File: src/rtl/vx_split_join_ctrl.sv
// vx_split_join_ctrl: SPLIT/JOIN divergence controller driving per-warp IPDOM stacks
//  clk, reset                 clock, synchronous active-high reset
//  req_*                      op request (SPLIT/JOIN) from issue, accepted only in IDLE
//  rsp_*                      new thread mask / PC redirect / error back to the scheduler
//  stk_push/pop/pair/q1/q2    per-warp stack strobes and push data (driven in EXEC only)
//  stk_d/index/empty/full     per-warp stack top-of-stack and status
module vx_split_join_ctrl #(
  parameter int NUM_WARPS   = 4,
  parameter int NUM_THREADS = 4,
  parameter int PC_W        = 32,
  parameter int WID_W       = (NUM_WARPS > 1) ? $clog2(NUM_WARPS) : 1,
  parameter int WIDTH       = NUM_THREADS + PC_W
) (
  input  logic                       clk,
  input  logic                       reset,
  input  logic                       req_valid,
  output logic                       req_ready,
  input  logic                       req_is_split,
  input  logic                       req_is_join,
  input  logic [WID_W-1:0]           req_wid,
  input  logic [NUM_THREADS-1:0]     req_tmask,
  input  logic [NUM_THREADS-1:0]     req_taken,
  input  logic [PC_W-1:0]            req_else_pc,
  output logic                       rsp_valid,
  input  logic                       rsp_ready,
  output logic [WID_W-1:0]           rsp_wid,
  output logic [NUM_THREADS-1:0]     rsp_tmask,
  output logic [PC_W-1:0]            rsp_pc,
  output logic                       rsp_jump,
  output logic                       rsp_err,
  output logic [NUM_WARPS-1:0]       stk_push,
  output logic [NUM_WARPS-1:0]       stk_pop,
  output logic                       stk_pair,
  output logic [WIDTH-1:0]           stk_q1,
  output logic [WIDTH-1:0]           stk_q2,
  input  logic [NUM_WARPS*WIDTH-1:0] stk_d,
  input  logic [NUM_WARPS-1:0]       stk_index,
  input  logic [NUM_WARPS-1:0]       stk_empty,
  input  logic [NUM_WARPS-1:0]       stk_full
);
  typedef enum logic [1:0] {IDLE, EXEC, RESP} state_e;
  state_e                 state_q;
  logic                   split_q, join_q;
  logic [WID_W-1:0]       wid_q;
  logic [NUM_THREADS-1:0] tmask_q, taken_q;
  logic [PC_W-1:0]        else_pc_q;
  logic [WID_W-1:0]       rsp_wid_q;
  logic [NUM_THREADS-1:0] rsp_tmask_q, rsp_tmask_d;
  logic [PC_W-1:0]        rsp_pc_q, rsp_pc_d;
  logic                   rsp_jump_q, rsp_jump_d, rsp_err_q, rsp_err_d;
  logic [NUM_THREADS-1:0] t_mask, e_mask;
  logic [WIDTH-1:0]       top;
  logic                   is_split, is_join, full_w, empty_w, div, exec, do_push, do_pop;
  assign is_split = split_q & ~join_q;
  assign is_join  = join_q & ~split_q;
  assign t_mask   = taken_q & tmask_q;
  assign e_mask   = ~taken_q & tmask_q;
  assign div      = |t_mask && |e_mask;
  assign full_w   = stk_full[wid_q];
  assign empty_w  = stk_empty[wid_q];
  assign top      = stk_d[32'(wid_q)*WIDTH +: WIDTH];
  // reset gates the strobes combinationally so a reset landing in EXEC never reaches the stacks
  assign exec     = (state_q == EXEC) && !reset;
  assign do_push  = exec && is_split && !full_w;
  assign do_pop   = exec && is_join && !empty_w;
  assign stk_push = do_push ? NUM_WARPS'(1) << wid_q : '0;
  assign stk_pop  = do_pop ? NUM_WARPS'(1) << wid_q : '0;
  assign stk_pair = do_push && div;
  assign stk_q1   = do_push ? {tmask_q, PC_W'(0)} : '0;
  assign stk_q2   = (do_push && div) ? {e_mask, else_pc_q} : '0;
  // index=0 means the top is the else entry, which needs a redirect; restore entries do not
  assign rsp_err_d   = is_split ? full_w : is_join ? empty_w : 1'b1;
  assign rsp_jump_d  = is_join && !empty_w && !stk_index[wid_q];
  assign rsp_pc_d    = rsp_jump_d ? top[PC_W-1:0] : '0;
  assign rsp_tmask_d = rsp_err_d ? tmask_q : is_split ? (div ? t_mask : tmask_q) : top[WIDTH-1:PC_W];
  assign req_ready = (state_q == IDLE);
  assign rsp_valid = (state_q == RESP);
  assign rsp_wid   = rsp_wid_q;
  assign rsp_tmask = rsp_tmask_q;
  assign rsp_pc    = rsp_pc_q;
  assign rsp_jump  = rsp_jump_q;
  assign rsp_err   = rsp_err_q;
  always_ff @(posedge clk) begin
    if (reset) begin
      state_q     <= IDLE;
      split_q     <= 1'b0;
      join_q      <= 1'b0;
      wid_q       <= '0;
      tmask_q     <= '0;
      taken_q     <= '0;
      else_pc_q   <= '0;
      rsp_wid_q   <= '0;
      rsp_tmask_q <= '0;
      rsp_pc_q    <= '0;
      rsp_jump_q  <= 1'b0;
      rsp_err_q   <= 1'b0;
    end else begin
      case (state_q)
        IDLE: if (req_valid) begin
          split_q   <= req_is_split;
          join_q    <= req_is_join;
          wid_q     <= req_wid;
          tmask_q   <= req_tmask;
          taken_q   <= req_taken;
          else_pc_q <= req_else_pc;
          state_q   <= EXEC;
        end
        EXEC: begin
          rsp_wid_q   <= wid_q;
          rsp_tmask_q <= rsp_tmask_d;
          rsp_pc_q    <= rsp_pc_d;
          rsp_jump_q  <= rsp_jump_d;
          rsp_err_q   <= rsp_err_d;
          state_q     <= RESP;
        end
        RESP: if (rsp_ready) state_q <= IDLE;
        default: state_q <= IDLE;
      endcase
    end
  end
endmodule
File: config.mk
export PLATFORM = sky130hd
export DESIGN_NAME = vx_split_join_ctrl
export DESIGN_NICKNAME = d
export VERILOG_FILES = /design/src/rtl/vx_split_join_ctrl.sv
export SDC_FILE = /design/constraint.sdc
export NUM_CORES = 1
export LEC_CHECK = 0
export ABC_CLOCK_PERIOD_IN_PS = 3010
export BUFFER_PORTS_ARGS = -buffer_cell sky130_fd_sc_hd__buf_2
export CAP_MARGIN = 10
export CORE_AREA = 4 4 124 126
export CTS_CLUSTER_DIAMETER = 80
export DETAILED_ROUTE_END_ITERATION = 6
export DIE_AREA = 0 0 128 130
export PLACE_DENSITY = 0.65
export SYNTH_ARGS = -nofsm -noshare
export SYNTH_HDL_FRONTEND = slang
export SYNTH_SLANG_ARGS = --single-unit
File: constraint.sdc
create_clock -name clk -period 3.01 [get_ports clk]
set_input_delay 0.602 -clock clk [delete_from_list [all_inputs] [get_ports clk]]
set_output_delay 0.602 -clock clk [all_outputs]
set_load 0.005 [all_outputs]
[Word-level counts from Yosys, hierarchy flattened]
Cells that the tools add are included.
Storage, ports and cells
  word-level logic and storage cells: 64
  input port bits: 204
  output and inout bits: 123
  register bits: 86
Cells by class
  $mul: 1
  shift-type cells: 2
  equality and inequality tests: 4
  $lt $le $gt $ge: 1
  bitwise logic cells: 7
  muxes and demuxes: 19
  reduce and logical (&&, ||, !) cells: 18
Operators with widths (count)
  144-bit by 9-bit indexed part select with 36-bit output: 1
  36-bit two-way mux: 2
  32-bit two-way mux: 1
  4-bit two-way mux: 5
  1-bit logical AND: 9
  4-bit AND: 2
  4-bit OR reduction: 2
  1-bit binary-select mux with 2-bit select: 3
  2-bit by 4-bit multiplier with 6-bit output (second input constant): 1
  2-bit case mux with 3 select lines: 1
  1-bit two-way mux: 5
  1-bit zero test: 4
  2-bit two-way mux: 2
  4-bit inverter: 1
  2-bit AND reduction: 2
  1-bit by 2-bit left shift with 4-bit output (first input constant): 1
  2-bit by 3-bit less-than comparator with 1-bit output (second input constant): 1
  1-bit AND: 2
  2-bit by 1-bit == test with 1-bit output (second input constant): 1
  2-bit == test (second input constant): 1
  2-bit zero test: 1
  2-bit by 1-bit inequality test with 1-bit output (second input constant): 1
  2-bit inequality test (second input constant): 1
  1-bit inverter: 2

[Longest topological paths before layout]
Gate-level depths: netlist (run 1).
  word-level depth: 7
  mapped depth: 7
  gate-level depth less buffers: 4

[Least setup slack after synthesis (run 1)]
No wires, ideal clock.
  path type: input -> output
  start point: input port stk_full[3]
  end point: output port stk_q2[23]
  buffers on the path: 1
  setup slack: 313 ps
  stages on the path: 5
  required time: 2408 ps
  data arrival time: 2095 ps
  path through: mux4_2 -> or4_4 -> a21oi_4 -> buf_6 -> and2_1
Between the ends
  cells in the longest elaborated chain, start to end: 6
Ends and longest elaborated chain
  start: declaration: RTL line 39  | input logic [NUM_WARPS-1:0] stk_full
  1-bit binary-select mux with 2-bit select: RTL line 59  | assign full_w = stk_full[wid_q];
  1-bit two-way mux (not written as such): RTL line 59
  1-bit zero test: RTL line 64  | assign do_push = exec && is_split && !full_w;
  1-bit logical AND: RTL line 64
  1-bit logical AND
  via stk_pair: RTL line 33  | output logic stk_pair,
  36-bit two-way mux: RTL line 70  | assign stk_q2 = (do_push && div) ? {e_mask, else_pc_q} : '0;
  end: declaration: RTL line 35  | output logic [WIDTH-1:0] stk_q2,
The timed path passes the listed nets, and every way through them passes these cells. The select of a mux whose other input is x is not followed.

[Worst setup path after layout (run 1)]
  start point: register wid_q[0]
  end point: output port stk_q2[10]
Between the ends
  cells in the longest elaborated chain, start to end: 6
Ends and longest elaborated chain
  start: declaration: RTL line 44  | logic [WID_W-1:0] wid_q;
  start signal: assignment: RTL line 102  | wid_q <= req_wid;
  1-bit binary-select mux with 2-bit select: RTL line 59
  1-bit two-way mux (not written as such): RTL line 59
  1-bit zero test: RTL line 64
  1-bit logical AND: RTL line 64
  1-bit logical AND: RTL line 70
  36-bit two-way mux: RTL line 70
Every way passes these cells. The select of a mux whose other input is x is not followed.

==> results.yml, run 1 <==
status:
  outcome: "complete, no violations"
final_layout:
  fin_util_pct: 48.8
  drive_above_1_share_pct: 43.5
  nets: 1064
  syn_to_final_growth_pct: 38.5
  fill_cells: 1453
  final_area_sq_mm: 0.00698
worst_setup_path:
  cp-end-kind: "output port"
  cp.buffers_inverters: 3
  crit_required_ps: 2410
  cp_top_family: "simple AND/OR/NAND/NOR gates"
  path_cells: "mux4_2 > or4_4 > a21oi_4 > buf_12 > clkbuf_16 > and2_1 > buf_2"
  start_kind: "flop"
  slowest_delay_ps: 510
  slowest_stage: "mux4_2"
  cp_max_fo: 9
  path_class: "flop to output port"
  worstPathArrival_ps: 2350
sta:
  worst_pin_slew_ps: 968
  setup_tns_ps: 0
  fin_worst_skew_ps: 10.9
  slew_headroom_pct: 35.4
  finalSetupViolations: 0
  drv_slew: 0
  fmax_mhz: 338
  layout_min_cycle_time_ps: 2960
  hold_violations: 0
  rsz0062_at_grt: "yes"
  setup_ws_ps: 53.2
  finalCritPeriodShare_pct: 98.2
synthesis:
  ys_seq_area_share_pct: 34.2
  synth_xor_area_share_pct: 0
  ys_warn_count: 0
  synth_compound_area_share_pct: 15.4
  synth-seq-cells: 86
  avgSynthCellArea_sq_um: 8.63
  synth-simple-area-share_pct: 21.2
  synth_top_family_by_area: "simple AND/OR/NAND/NOR gates"
  syn-cell-area_sq_mm: 0.00504
  ys_types: 39
  syn_inst: 584
  muxShareOfSynthArea_pct: 17.4
  synth_fa_ha_area_share_pct: 0
drt:
  drcViolationCount: 0
  drt_first_iter_violations: 154
  drt_wl_total_um: 17000
  firstDrtPassIters: 4
  vias_per_cell: 4.80
  ant_nets: 0
  vias: 5031
  wl_per_cell_um: 16.2
global_routing:
  antenna_found_initial: 3
  first_global_vias: 4714
  grt_pass1_wl_um: 25200
  grt_usage_pct: 19.3
  grt_overflow: 0
  grt_max_degree: 89
floorplanning:
  die_h_um: 130
  die_w_um: 128
  start_util_pct: 35.2
  rows: 44
  core_sq_mm: 0.0143
  io_pins: 327
  die-area_sq_mm: 0.0166
clocking:
  clock_latency_ps: 340
  cts_tree: "yes"
  cts_buffers: 9
  clk_path_buf_depth: 2
  htreeDepth: 3
  cts.sinks: 86
  root_buffer: "clkbuf_16"
  clkTransAtPathRegs_ps: 60
place:
  dp_slack_ps: 59.6
  placed_area_sq_mm: 0.00654
  hpwlAfterDp_um: 13000
  gp_congestion: 0.860
  port_buffers: 294
pwr:
  irDropWorstVdd_mv: 0.236
  power.density_mw_per_mm2: 432
  p_leak_nw: 3.30
min_path:
  worstHoldPathType: "flop to flop"
run:
  cap_viol_max_count: 0
==> what timing repair did <==
action                                  CTS  global route
buffers inserted                          2             1
hold buffers                              0             0
pin swaps                                 1             2
resized for setup                         1             1
endpoints found under the setup margin    1            17
hold endpoints to repair                  0             0
cloned                                    1             1
==> metal layers <==
metal  track usage, %  up-vias  routed length [um]  part of all wire, %
met5                0        -                  21                 0.12
met4             5.06        4                 248                  1.5
met3             7.33       17                1580                  9.3
met2             33.1      194                8480                   50
met1             22.7     2319                6640                   39
li1                 -     2497                   -                    -
==> report_power, final <==
| group | internal, W | total (W) | switching, W |
|---|---|---|---|
| registers | 0.00118 | 0.00121 | 0.0000268 |
| clock network | 0.000833 | 0.00131 | 0.000474 |
| logic | 0.000245 | 0.000503 | 0.000258 |
| total | 0.00226 | 0.00302 | 0.000759 |
==> worst min-delay path: stages, from the launching register on <==
cell	delay, ps
dfxtp_1	300
nand2_1	50
a21oi_1	50
==> path summary, 6_finish.rpt <==
kind / startpoint / to / slack (ps) / depth (start not counted)
worst min-delay path: else_pc_q[28] / else_pc_q[28] / 450 / 2
worst max-delay path: wid_q[0] / stk_q2[10] / 50 / 7
worst max register to register: wid_q[0] / rsp_tmask[1] / 790 / 6
worst min register to register: else_pc_q[28] / else_pc_q[28] / 450 / 2
==> synth_stat cells, drive strengths merged <==
cell type,n,area [sq um]
nor3,2,10.0
clkbuf,36,135
nor2,39,146
or3b,1,8.76
inv,37,139
a211oi,2,15.0
or2,1,6.26
a22oi,1,7.51
o22ai,1,6.26
mux4,38,856
a21oi,51,267
or3,1,6.26
nor3b,4,30.0
conb,1,3.75
o211a,1,10.0
o221ai,1,8.76
buf,44,320
nand3,3,15.0
o2111ai,1,8.76
a222oi,1,10.0
and3b,1,8.76
o32ai,2,17.5
o21ai,2,10.0
dfxtp,86,1720
nor2b,5,31.3
a221oi,1,8.76
or4,1,11.3
a32o,1,10.0
mux2i,2,20.0
nand2,135,507
nand2b,8,50.1
nor4,1,6.26
o31a,4,35.0
and2,37,231
o41a,32,360
==> cells by family (layout without fill, tap and decap cells) <==
group	count (synthesis)	count (layout)
AND/OR/NAND/NOR	239	239
flip-flops	86	86
multiplexers	40	40
buffers and inverters	117	366
other	1	33
AO/OA/AOI/OAI	101	101
==> state kept, by name (all words and copies together), names as in the netlist, 2 cells and up <==
name / flops
else_pc_q: 32
rsp_pc: 32
tmask_q: 4
state_q: 2
wid_q: 2
taken_q: 4
rsp_wid: 2
rsp_tmask: 4
==> stage by stage <==
stage	total power [W]	instances	hold slack [ps]
2_1_floorplan	0.00156	615	432
3_3_place_gp	0.00174	1028	439
3_5_place_dp	0.00174	1028	444
4_1_cts	0.00306	1046	453
5_1_grt	0.00317	1049	466
6_report	0.00302	1049	450
==> placed cells by master, fill, tap and decap left out, types with 2 or more instances in the layout <==
cell       netlist  layout
nand2b_1         8       7
and2_1          37      36
nor3_1           2       2
o32ai_1          2       2
buf_12           0       2
a211oi_1         2       2
o31a_1           4       4
buf_4           32      17
nor3b_1          4       4
nand2_1        135     135
conb_1           1      32
bufinv_16        0       3
mux2i_1          2       2
mux4_2          38      38
nor2_1          39      39
buf_2            4     293
a21oi_1         50      50
clkbuf_16        0      10
dfxtp_1         86      84
o21ai_0          2       2
inv_1           37      37
clkinv_4         0       2
o41a_1          32      32
nand3_1          3       3
nor2b_1          5       5
==> area by class of cell <==
type	count	area (sq um)	area share [%]
Antenna cell	1	2.50	0.0358
Clock buffer	10	239	3.42
Clock inverter	5	108	1.54
Inverter	37	139	1.99
Multi-Input combinational cell	412	2850	40.8
Sequential cell	86	1730	24.7
Tap cell	184	230	3.30
Timing Repair Buffer	314	1690	24.2
Note: power is estimated with default switching activity, not from simulation.
==> run 2: changes to the inputs <==
==> config.mk (replaced) <==
export PLATFORM = sky130hd
export DESIGN_NAME = vx_split_join_ctrl
export DESIGN_NICKNAME = d
export VERILOG_FILES = /design/src/rtl/vx_split_join_ctrl.sv
export SDC_FILE = /design/constraint.sdc
export NUM_CORES = 1
export LEC_CHECK = 0
export ABC_CLOCK_PERIOD_IN_PS = 3500
export BUFFER_PORTS_ARGS = -buffer_cell sky130_fd_sc_hd__buf_2
export CAP_MARGIN = 10
export CORE_AREA = 4 4 125 127
export CTS_CLUSTER_DIAMETER = 80
export DETAILED_ROUTE_END_ITERATION = 6
export DIE_AREA = 0 0 129 131
export PLACE_DENSITY = 0.64
export SYNTH_ARGS = -nofsm -noshare
export SYNTH_HDL_FRONTEND = slang
export SYNTH_SLANG_ARGS = --single-unit
==> constraint.sdc (replaced) <==
create_clock -name clk -period 3.5 [get_ports clk]
set_input_delay 0.7 -clock clk [delete_from_list [all_inputs] [get_ports clk]]
set_output_delay 0.7 -clock clk [all_outputs]
set_load 0.005 [all_outputs]
==> run 2 against run 1 <==
  * Sequential cell count did not move
  * Core utilization fell by 1.3 points
  * Register-to-register slack improved by 130 ps
  * Critical path type is now primary input to output port
  * Sequential share of layout area rose by 0.43 points
  * Power fell by 15%
  * Global-route usage fell by 0.89 points
  * Sequential power fell by 14%
  * Routed wire length fell by 3.2%
==> results.yml, run 2 (synthesis results as in run 1) <==
drt:
  firstDrtPassIters: 4
  ant_nets: 0
  wl_per_cell_um: 15.8
  vias_per_cell: 4.77
  drt_first_iter_violations: 193
  drt_wl_total_um: 16400
  vias: 4959
  drcViolationCount: 0
worst_setup_path:
  cp_max_fo: 4
  slowest_delay_ps: 570
  path_cells: "buf_2 > mux4_2 > nor4_1 > and2_1 > nor3b_1 > buf_2"
  worstPathArrival_ps: 2450
  worstRegToRegCells: 4
  cp-end-kind: "output port"
  path_class: "primary input to output port"
  slowest_stage: "nor4_1"
  crit_required_ps: 2800
  path_common_cell: "buf_2"
  start_kind: "primary input"
global_routing:
  use_met2_pct: 31.2
  global_route.usage.met1_pct: 22.9
  grt_max_degree: 80
  antenna_found_initial: 2
  grt_pass1_wl_um: 24400
  grt_overflow: 0
  use_met3_pct: 4.59
  first_global_vias: 4673
  grt_usage_pct: 18.4
  grt.busiest_layer: "met2"
floorplanning:
  core_sq_mm: 0.0144
  start_util_pct: 34.9
  die_w_um: 129
  io_pins: 327
  die_h_um: 131
  rows: 44
  die-area_sq_mm: 0.0169
sta:
  slew_headroom_pct: 44.6
  holdWs_ps: 449
  finalSetupViolations: 0
  setup_tns_ps: 0
  worst_pin_slew_ps: 828
  drv_slew: 0
  layout_min_cycle_time_ps: 3150
  setup_ws_ps: 345
  fin_worst_skew_ps: 7.96
  fmax_mhz: 317
  finalCritPeriodShare_pct: 90.1
  rsz0062_at_grt: "no"
  hold_violations: 0
run:
  cap_viol_max_count: 0
clocking:
  root_buffer: "clkbuf_16"
  clock_latency_ps: 340
  htreeDepth: 3
  cts_hold_buf: 0
  cts.repair.resized: 0
  cts.sinks: 86
  cts_tree: "yes"
  clkTransAtPathRegs_ps: 70
  cts_setup_buffers: 0
  clk_path_buf_depth: 2
  cts_buffers: 9
pwr:
  p_leak_nw: 3.24
  irDropWorstVdd_mv: 0.193
  power.density_mw_per_mm2: 373
  power_w: 0.00256
min_path:
  min_path_cells: 2
  worstHoldPathType: "flop to flop"
place:
  gp_congestion: 0.763
  dp_slack_ps: 344
  hpwlAfterDp_um: 12600
  port_buffers: 294
final_layout:
  final_common_cell: "buf_2"
  nets: 1053
  layout_common_cells: "293 x buf_2, 135 x nand2_1, 84 x dfxtp_1, 50 x a21oi_1, 39 x nor2_1"
  syn_to_final_growth_pct: 36.0
  drive_above_1_share_pct: 42.7
status:
  outcome: "complete, no violations"
-- run 2: layout make-up --
class / instances / area [sq um]
Tap cell: 184 / 230
Sequential cell: 86 / 1720
Timing Repair Buffer: 303 / 1580
Multi-Input combinational cell: 412 / 2850
Fill cell: 1485 / 7570
Clock inverter: 6 / 91.3
Antenna cell: 1 / 2.50
Inverter: 37 / 139
Clock buffer: 10 / 239
-- run 2: final timing paths --
kind                                    from           end  slack [ps]
worst min-delay path            else_pc_q[8]  else_pc_q[8]         450
worst max register to register      wid_q[0]     rsp_pc[6]         920
worst max-delay path             stk_full[3]    stk_q2[33]         350
worst min register to register  else_pc_q[8]  else_pc_q[8]         450
-- run 2: critical path, delay by kind of cell --
kind | cells | cell delay (ps)
buffers and inverters | 2 | 250
AND/OR/NAND/NOR | 3 | 1030
multiplexers | 1 | 470
-- run 2: per-layer routing --
layer,wire length (um),share of wire [%],up-vias
li1,-,-,2475
met1,6700,41,2248
met2,8060,49,219
met3,1460,8.9,15
met4,203,1.2,2
met5,20,0.12,-
-- run 2: stage by stage --
step	cell area (sq um)	cells	util, %
5_1_grt	6850	1039	47.5
6_report	6850	1039	47.5
2_1_floorplan	5150	615	-
4_1_cts	6850	1038	47.5
3_5_place_dp	6520	1022	45.2
3_3_place_gp	6520	1022	45.2
-- run 2: report_power, final --
group / switching [W] / internal [W] / total (W) / leakage, nW
combinational: 0.000225 / 0.000210 / 0.000435 / 2.37
sequential: 0.0000234 / 0.00102 / 0.00104 / 0.701
clock: 0.000428 / 0.000652 / 0.00108 / 0.164
total: 0.000676 / 0.00188 / 0.00256 / 3.24
==> run 3: changes to the inputs <==
--- a/config.mk
+++ b/config.mk
@@ -8,11 +8,13 @@
 export ABC_CLOCK_PERIOD_IN_PS = 3500
 export BUFFER_PORTS_ARGS = -buffer_cell sky130_fd_sc_hd__buf_2
 export CAP_MARGIN = 10
-export CORE_AREA = 4 4 125 127
+export CELL_PAD_IN_SITES_DETAIL_PLACEMENT = 2
+export CELL_PAD_IN_SITES_GLOBAL_PLACEMENT = 2
+export CORE_MARGIN = 4
+export CORE_UTILIZATION = 24
 export CTS_CLUSTER_DIAMETER = 80
 export DETAILED_ROUTE_END_ITERATION = 6
-export DIE_AREA = 0 0 129 131
-export PLACE_DENSITY = 0.64
+export PLACE_DENSITY = 0.82
 export SYNTH_ARGS = -nofsm -noshare
 export SYNTH_HDL_FRONTEND = slang
 export SYNTH_SLANG_ARGS = --single-unit
==> run 3 against run 2 <==
  * Sequential power about the same
  * Non-clock buffer count grew 2
  * Register-to-register slack got worse by 40 ps
  * Via count increased by 5.3%
  * Fmax decreased by 0.30%
  * Clock skew down 1.8 ps
  * Sequential cell count unchanged
  * Worst setup slack worse by 9.4 ps
  * Largest power group is now sequential cells
==> results.yml, run 3 (synthesis results as in run 1) <==
clocking:
  clock_latency_ps: 340
  clk_path_buf_depth: 2
  cts_hold_buf: 0
  cts_tree: "yes"
  cts_buffers: 9
  cts_setup_buffers: 0
  cts.repair.resized: 0
  cts.sinks: 86
  root_buffer: "clkbuf_16"
  clkTransAtPathRegs_ps: 60
  htreeDepth: 3
worst_setup_path:
  path_class: "primary input to output port"
  cp-end-kind: "output port"
  reg2reg_from: "wid_q[0]"
  crit_required_ps: 2800
  rr_endpoint: "rsp_pc[28]"
  cp_max_fo: 36
  worstRegToRegCells: 4
  reg2reg_slack_ps: 880
  start_kind: "primary input"
  worstPathArrival_ps: 2460
status:
  outcome: "complete, no violations"
sta:
  rsz0062_at_grt: "no"
  finalCritPeriodShare_pct: 90.4
  worst_pin_slew_ps: 858
  layout_min_cycle_time_ps: 3160
  fin_worst_skew_ps: 6.20
  setup_ws_ps: 336
  setup_tns_ps: 0
  hold_violations: 0
  slew_headroom_pct: 42.7
  finalSetupViolations: 0
  drv_slew: 0
  fmax_mhz: 316
global_routing:
  grt_usage_pct: 16.4
  antenna_found_initial: 0
  grt_overflow: 0
  grt_max_degree: 80
  grt_pass1_wl_um: 31000
  first_global_vias: 5653
drt:
  drt_first_iter_violations: 176
  drcViolationCount: 0
  vias_per_cell: 4.64
  ant_nets: 0
  vias: 5221
  drt_wl_total_um: 19700
  wl_per_cell_um: 17.5
  firstDrtPassIters: 4
floorplanning:
  die_h_um: 153
  io_pins: 327
  die_w_um: 153
  die-area_sq_mm: 0.0234
  core_sq_mm: 0.0204
  start_util_pct: 24.7
  rows: 52
place:
  hpwlAfterDp_um: 15700
  gp_congestion: 0.764
  dp_slack_ps: 318
  port_buffers: 294
run:
  cap_viol_max_count: 0
final_layout:
  layout_common_cells: "293 x buf_2, 135 x nand2_1, 84 x dfxtp_1, 50 x a21oi_1, 39 x nor2_1"
  syn_to_final_growth_pct: 38.2
  drive_above_1_share_pct: 42.6
  final_common_cell: "buf_2"
  nets: 1055
  fin_util_pct: 34.1
  diodes: 0
pwr:
  power.density_mw_per_mm2: 363
  p_leak_nw: 3.24
  irDropWorstVdd_mv: 0.183
  power_w: 0.00253
min_path:
  min_path_cells: 2
  holdPathEnd: "else_pc_q[8]"
  min-delay-start: "else_pc_q[8]"
  worstHoldPathType: "flop to flop"
-- run 3: cell count changes in the layout (fill, tap and decap cells not counted), sizes merged --
cell	before	now
buf	303	305
clkbuf	10	11
clkinv	1	2
diode	1	0
inv	40	38
-- run 3: worst max path at each step --
| stage | from | end | slack, ps | cells past startpoint |
|---|---|---|---|---|
| global placement | stk_full[3] | stk_q2[34] | 390 | 7 |
| CTS | stk_full[3] | stk_q2[35] | 310 | 7 |
| global route | stk_full[3] | stk_q2[32] | 280 | 7 |
| detailed placement | stk_full[3] | stk_q2[35] | 320 | 7 |
| floorplan | stk_full[3] | stk_q2[23] | 610 | 5 |
| finish | stk_full[3] | stk_q2[35] | 340 | 7 |
-- run 3: area by class of cell --
class | count | area, sq um
Fill cell | 2424 | 13500
Multi-Input combinational cell | 412 | 2850
Sequential cell | 86 | 1730
Timing Repair Buffer | 305 | 1590
Tap cell | 270 | 338
Clock buffer | 11 | 233
Inverter | 37 | 139
Clock inverter | 5 | 82.6
-- run 3: power breakdown --
| group | internal, W | total [W] | switching (W) |
|---|---|---|---|
| clock | 0.000629 | 0.00104 | 0.000412 |
| combinational | 0.000211 | 0.000443 | 0.000233 |
| sequential | 0.00102 | 0.00104 | 0.0000260 |
| total | 0.00186 | 0.00253 | 0.000671 |
-- run 3: layer usage --
metal / global-route usage (%) / up-vias / share of wire, %
li1: - / 2477 / -
met1: 18.7 / 2518 / 40
met2: 29.6 / 211 / 51
met3: 5.15 / 15 / 8.1
met4: 4.37 / 0 / 1.3
met5: 0 / - / 0
-- run 3: critical path: stages --
cell	delay (ps)
buf_2	100
mux4_2	500
or4_4	530
a21oi_4	150
buf_12	180
nor2b_1	160
buf_2	130
-- run 3: stage by stage --
stage | area [sq um] | std cells | hold WS, ps
floorplan | 5150 | 615 | 432
global placement | 6650 | 1110 | 439
detailed placement | 6650 | 1110 | 446
CTS | 6960 | 1126 | 455
global route | 6960 | 1126 | 476
finish | 6960 | 1126 | 450
